**src/rtl/right_shift_pipe.sv**
```systemverilog
// right_shift_pipe: two-stage pipelined 32-bit right shifter (SRL/SRA) with valid/ready handshakes.
// Define RIGHT_SHIFT_ROTATE_EN to add the rotate port and rotate-right operation.
module right_shift_pipe (
    input  logic        clk,
    input  logic        rst,
    input  logic        in_valid,
    output logic        in_ready,
    input  logic [31:0] idata,
    input  logic [4:0]  shift_len,
    input  logic        arith,
`ifdef RIGHT_SHIFT_ROTATE_EN
    input  logic        rotate,
`endif
    output logic        out_valid,
    input  logic        out_ready,
    output logic [31:0] odata
);

    logic        s1_valid;
    logic [31:0] s1_data;
    logic [2:0]  s1_res;
    logic        s1_fill;
    logic        s1_rot;
    logic        s2_ready;
    logic        rot_in;
    logic        fill_in;
    logic [31:0] st16, st8;
    logic [31:0] st4, st2, st1;

`ifdef RIGHT_SHIFT_ROTATE_EN
    assign rot_in = rotate;
`else
    assign rot_in = 1'b0;
`endif

    // Fill comes from the original operand's sign bit; it is irrelevant while rotating.
    assign fill_in  = arith & idata[31] & ~rot_in;
    assign s2_ready = ~out_valid | out_ready;
    assign in_ready = (~s1_valid | s2_ready) & ~rst;

    always_comb begin
        st16 = idata;
        if (shift_len[4])
            st16 = rot_in ? {idata[15:0], idata[31:16]} : {{16{fill_in}}, idata[31:16]};
        st8 = st16;
        if (shift_len[3])
            st8 = rot_in ? {st16[7:0], st16[31:8]} : {{8{fill_in}}, st16[31:8]};
    end

    always_comb begin
        st4 = s1_data;
        if (s1_res[2])
            st4 = s1_rot ? {s1_data[3:0], s1_data[31:4]} : {{4{s1_fill}}, s1_data[31:4]};
        st2 = st4;
        if (s1_res[1])
            st2 = s1_rot ? {st4[1:0], st4[31:2]} : {{2{s1_fill}}, st4[31:2]};
        st1 = st2;
        if (s1_res[0])
            st1 = s1_rot ? {st2[0], st2[31:1]} : {s1_fill, st2[31:1]};
    end

    always_ff @(posedge clk or posedge rst) begin
        if (rst) begin
            s1_valid <= 1'b0;
            s1_data  <= 32'h0;
            s1_res   <= 3'h0;
            s1_fill  <= 1'b0;
            s1_rot   <= 1'b0;
        end else if (in_ready) begin
            s1_valid <= in_valid;
            if (in_valid) begin
                s1_data <= st8;
                s1_res  <= shift_len[2:0];
                s1_fill <= fill_in;
                s1_rot  <= rot_in;
            end
        end
    end

    // Output register only captures real operands, so bubbles never disturb held results.
    always_ff @(posedge clk or posedge rst) begin
        if (rst) begin
            out_valid <= 1'b0;
            odata     <= 32'h0;
        end else if (s2_ready) begin
            out_valid <= s1_valid;
            if (s1_valid)
                odata <= st1;
        end
    end

endmodule
```
**config.mk**
```make
export PLATFORM = sky130hd
export DESIGN_NAME = right_shift_pipe
export DESIGN_NICKNAME = d
export VERILOG_FILES = /design/src/rtl/right_shift_pipe.sv
export SDC_FILE = /design/constraint.sdc
export NUM_CORES = 1
export LEC_CHECK = 0
export CAP_MARGIN = 15
export CORE_UTILIZATION = 53
export CTS_CLUSTER_DIAMETER = 80
export DETAILED_ROUTE_END_ITERATION = 16
export PLACE_DENSITY_LB_ADDON = 0.08
export SKIP_CTS_REPAIR_TIMING = 1
export SLEW_MARGIN = 20
export SYNTH_ARGS = -nofsm -noshare
export SYNTH_HDL_FRONTEND = slang
export SYNTH_SLANG_ARGS = --single-unit
```
**constraint.sdc**
```tcl
create_clock -name clk -period 3.34 [get_ports clk]
set_input_delay 0.668 -clock clk [delete_from_list [all_inputs] [get_ports clk]]
set_output_delay 0.668 -clock clk [all_outputs]
set_load 0.01 [all_outputs]
```
==> results of run 1 <==
cell families after synthesis:
family                 share of synthesized area
flip-flops                                0.4221
buffers and inverters                    0.05939
multiplexers                              0.1399
AO/OA/AOI/OAI                             0.2575
AND/OR/NAND/NOR                           0.1212
metal layers:
metal | wire length [um] | global-route usage
met5 | 0 | 0
met3 | 510 | 0.03535
met2 | 3949 | 0.3409
met1 | 4729 | 0.3783
met4 | 177 | 0.1008
registers in the layout (all words and copies together), names as in the netlist:
register   cells
odata         32
out_valid      1
s1_fill        1
s1_valid       1
s1_data       32
s1_res         3
worst paths after layout:
| kind | to | slack (ns) | cells past startpoint |
|---|---|---|---|
| worst max-delay path | in_ready | 0.75 | 4 |
| worst min-delay path | odata[23] | 0.48 | 2 |
| worst max register to register | odata[10] | 1.24 | 4 |
| worst min register to register | odata[23] | 0.48 | 2 |
| max in group asynchronous | odata[11] | 1.77 | 3 |
| min in group asynchronous | s1_data[29] | 1.03 | 3 |
placed cells by master, fill, tap and decap left out, types with 12 or more instances in the layout:
cell,instances
dfrtp_1,70
o21ai_0,26
a211oi_1,12
a21oi_1,14
nand2_1,56
o31ai_1,33
mux2_2,38
clkdlybuf4s50_1,75
o22ai_1,53
nor2_1,22
power groups by stage:
stage	clock network [uW]	logic [uW]	registers (uW)
final	684	1400	1310
after global routing	735	1520	1350
after CTS	699	1400	1310
after detailed placement	0	1390	1330
after global placement	0	1370	1310
after floorplan	0	804	1350
worst max-delay path: stages:
cell and delay [ns]:
clkdlybuf4s50_1 0.45, nand2b_4 0.14, o21a_1 0.13, clkdlybuf4s50_1 0.53
stage by stage:
stage / utilization / power, uW / hold WS [ns] / area (um^2) / instances
after detailed placement: 0.6568 / 2719 / 0.4693 / 4866 / 577
final: 0.6838 / 3393 / 0.4784 / 5066 / 593
after floorplan: - / 2156 / 0.4460 / 4150 / 435
after CTS: 0.6838 / 3409 / 0.4862 / 5066 / 593
after global routing: 0.6838 / 3610 / 0.5051 / 5066 / 593
after global placement: 0.6568 / 2686 / 0.4618 / 4866 / 577
cell type report:
class,instances,area [um^2],share of cell area
repair buffers,82,815.8,0.1610
clock inverters,4,45.04,0.008891
clock buffers,12,155.1,0.03062
well taps,99,123.9,0.02445
multi-input cells,323,2163,0.4270
flip-flops and latches,70,1752,0.3458
inverters,3,11.26,0.002223
==> impl_metrics.yaml, run 1 <==
cts:
  clock_path_buffers: 2
  clk_latency_ns: 0.34
  root_buffer: "clkbuf_8"
  htree_levels: 3
  numCtsBuffers: 9
  clk_pin_slew_ns: 0.07
  cts.sinks: 70
  cts_tree: "built"
place:
  hpwl_mm: 6.773
  place_ws_ns: 0.7494
  gp_congestion: 0.8879
  io_buffers: 75
critical_path:
  criticalPathCategory: "in -> out"
  worstPathMaxFanout: 4
  end_kind: "output port"
  reg2reg_from: "s1_res[2]"
  crit_path_start_kind: "input port"
  timing.critical_path.from: "out_ready"
  cp.required_ns: 2.67
  arrival_ns: 1.92
worst_hold_path:
  hp-start: "odata[23]"
  hp-class: "reg -> reg"
timing:
  min_period_ns: 2.589
  hold_viol: 0
  setup_violations: 0
  tightest_slew_ns: 0.9311
  tns_ns: 0
  final_max_slew_viol_count: 0
  slew-limit-headroom: 0.3793
  rsz0062_at_grt: "false"
  setup_ws_ns: 0.7507
  fmax_mhz: 386.2
  fin_skew_ns: 0.008304
  post-route-period-util: 0.7752
power:
  comb_power_share: 0.413
  ir_drop_v: 0.0002990
  switching_share: 0.3403
  p_leak_uw: 0.002123
  clkPwrFrac: 0.202
  p_seq_frac: 0.385
  p_switching_uw: 1155
  internal-power_uw: 2238
  power_density_mw_per_mm2: 669.7
detailed_routing:
  vias_per_cell: 5.911
  first_pass_iters: 4
  drc: 0
  vias: 3505
  wl_mm: 9.367
  antenna_left: 0
  initialDrtViolationCount: 259
  avgRoutedWirePerCell_um: 15.80
die:
  dieArea_mm2: 0.008188
  core_area_mm2: 0.007408
  die_h_um: 90.49
  pin_count: 76
  start_util: 0.5602
  rows: 31
  dieWidth_um: 90.49
logic_synthesis:
  synth.distinct_cells: 38
  ys_seq_elements: 70
  yosysSeqAreaShare: 0.4221
  synth_nets: 477
  yosys.area.top_type: "dfrtp_1"
  yosysMostFrequentCell: "dfrtp_1"
  synth_cells: 435
  synth_area_leaders: "dfrtp_1, mux2_2, o22ai_1"
  synth_ff_type: "dfrtp_1"
  synthArstFlopShare: 1.000
  synth_top_area_share: 0.4221
  synth_edf_count: 0
  synthTopCellsByCount: "dfrtp_1, nand2_1, o22ai_1, mux2_2, o31ai_1"
  yosys_warnings: 0
  syn_avg_cell_area_um2: 9.541
  synthesis.area_mm2: 0.004150
global_route:
  antenna_found_initial: 0
  track_usage: 0.2449
  grt_max_degree: 71
  grt_pass1_vias: 3220
  grt_pass1_wl_mm: 15.95
  grt-ovfl-total: 0
run:
  maxCapViolCount: 0
final_layout:
  drive_above_1_share: 0.1437
  fillCellCount: 617
  insertedDiodeCount: 0
  layout.nets: 531
  area_growth_pct: 22.07
outcome:
  outcome: "finished clean"
Note: power is estimated with default switching activity, not from simulation.
==> run 2: changes to the inputs <==
==> constraint.sdc (replaced) <==
create_clock -name clk -period 2.5 [get_ports clk]
set_input_delay 0.5 -clock clk [delete_from_list [all_inputs] [get_ports clk]]
set_output_delay 0.5 -clock clk [all_outputs]
set_load 0.01 [all_outputs]
==> run 2 against run 1 <==
Net effect:
- die area is the same
- setup slack lost 0.58 ns
- non-clock buffer count grew 4
- core utilization grew 0.56 points
- register-to-register slack lost 0.63 ns
- sequential share of layout area shrank 0.28 points
- clock skew grew 0.0011 ns
- routed wire length grew 1.2%
- worst hold slack lost 0.055 ns
- critical path type unchanged
==> impl_metrics.yaml, run 2 (synthesis gave the netlist of run 1 again) <==
outcome:
  outcome: "finished clean"
global_route:
  grt-ovfl-total: 0
  track_usage: 0.2456
  grt_max_degree: 69
  antenna_found_initial: 0
  grt_pass1_vias: 3231
  grt_pass1_wl_mm: 16.09
final_layout:
  drive_above_1_share: 0.1466
  area_growth_pct: 23.06
  layout.nets: 535
  final_common_cell: "clkdlybuf4s50_1"
  layout_common_cells: "clkdlybuf4s50_1, dfrtp_1, nand2_1, o22ai_1, mux2_2"
  insertedDiodeCount: 0
  reg_top3: "odata x32, s1_data x32, s1_res x3"
  fillCellCount: 615
  fin_cells: 597
die:
  start_util: 0.5602
  pin_count: 76
  die_h_um: 90.49
  dieArea_mm2: 0.008188
  core_area_mm2: 0.007408
  rows: 31
  dieWidth_um: 90.49
critical_path:
  cpMostUsedCell: "clkdlybuf4s50_1"
  path_buf_inv: 3
  slowest_delay_ns: 0.50
  crit_path_start_kind: "input port"
  criticalPathCategory: "in -> out"
  arrival_ns: 1.83
  end_kind: "output port"
  path_delay_family: "buffers and inverters"
  crit_chain: "clkdlybuf4s50_1 > clkinvlp_4 > o21a_1 > clkdlybuf4s50_1"
  worstPathMaxFanout: 5
  cp.required_ns: 2.00
  critPathSlowestCell: "clkdlybuf4s50_1"
cts:
  clk_pin_slew_ns: 0.07
  root_buffer: "clkbuf_8"
  cts.sinks: 70
  numCtsBuffers: 9
  cts_tree: "built"
  clock_path_buffers: 2
  htree_levels: 3
  clk_latency_ns: 0.33
timing:
  fin_skew_ns: 0.009383
  fmax_mhz: 429.4
  tightest_slew_ns: 0.9659
  hold_viol: 0
  rsz0062_at_grt: "false"
  slew-limit-headroom: 0.3561
  tns_ns: 0
  post-route-period-util: 0.9316
  min_period_ns: 2.329
  setup_violations: 0
  final_max_slew_viol_count: 0
detailed_routing:
  drc: 0
  initialDrtViolationCount: 248
  antenna_left: 0
  vias_per_cell: 5.938
  vias: 3545
  first_pass_iters: 5
  wl_mm: 9.479
  avgRoutedWirePerCell_um: 15.88
place:
  gp_congestion: 0.8564
  dp.cells: 581
  io_buffers: 75
  hpwl_mm: 6.944
power:
  ir_drop_v: 0.0003649
  p_leak_uw: 0.002130
  power_uw: 4499
  power_density_mw_per_mm2: 880.9
worst_hold_path:
  hp-class: "in -> async"
run:
  maxCapViolCount: 0
run 2: metal layers:
metal	up-vias	wire length, um	GRT usage
met5	-	0	0
met4	0	132	0.07796
met3	15	466	0.02946
met2	135	4102	0.3617
met1	1647	4777	0.3756
li1	1748	-	-
run 2: path summary, 6_finish.rpt:
path	startpoint	to	slack, ns	cells past startpoint
min reg2reg	odata[4]	odata[4]	0.48	2
max in group asynchronous	rst	odata[10]	1.04	3
max reg2reg	s1_res[0]	odata[26]	0.61	4
min in group clk	odata[4]	odata[4]	0.48	2
min	rst	s1_valid	0.42	2
max	rst	in_ready	0.17	4
run 2: power by group:
| part | leakage, uW | switching (uW) | internal, uW | total, uW |
|---|---|---|---|---|
| logic | 0.00116 | 910 | 1020 | 1930 |
| registers | 0.000874 | 234 | 1480 | 1720 |
| clock network | 0.0000904 | 396 | 459 | 854 |
| total | 0.00213 | 1540 | 2960 | 4500 |
run 2: layout make-up:
class                           instances  area [um^2]  area share
Clock buffer                           12        135.1     0.02646
Clock inverter                          4        47.55    0.009309
Inverter                                3        15.01    0.002940
Multi-Input combinational cell        323         2163      0.4236
Sequential cell                        70         1752      0.3430
Tap cell                               99        123.9     0.02425
Timing Repair Buffer                   86        870.8      0.1705
run 2: through the flow:
stage	setup slack, ns	utilization	hold slack (ns)	instance area (um^2)
final	0.1710	0.6894	0.4233	5107
after global routing	0.08148	0.6894	0.4434	5107
after CTS	0.1605	0.6894	0.4168	5107
after detailed placement	0.1247	0.6648	0.4688	4925
after global placement	0.1776	0.6648	0.4605	4925
after floorplan	0.01578	-	0.4460	4160
==> run 3: changes to the inputs <==
--- a/config.mk
+++ b/config.mk
@@ -9,6 +9,7 @@
 export CORE_UTILIZATION = 53
 export CTS_CLUSTER_DIAMETER = 80
 export DETAILED_ROUTE_END_ITERATION = 16
+export HOLD_SLACK_MARGIN = 0.03
 export PLACE_DENSITY_LB_ADDON = 0.08
 export SKIP_CTS_REPAIR_TIMING = 1
 export SLEW_MARGIN = 20
==> results of run 3 <==
Final layout, timing and power as in run 2 (identical DEF).
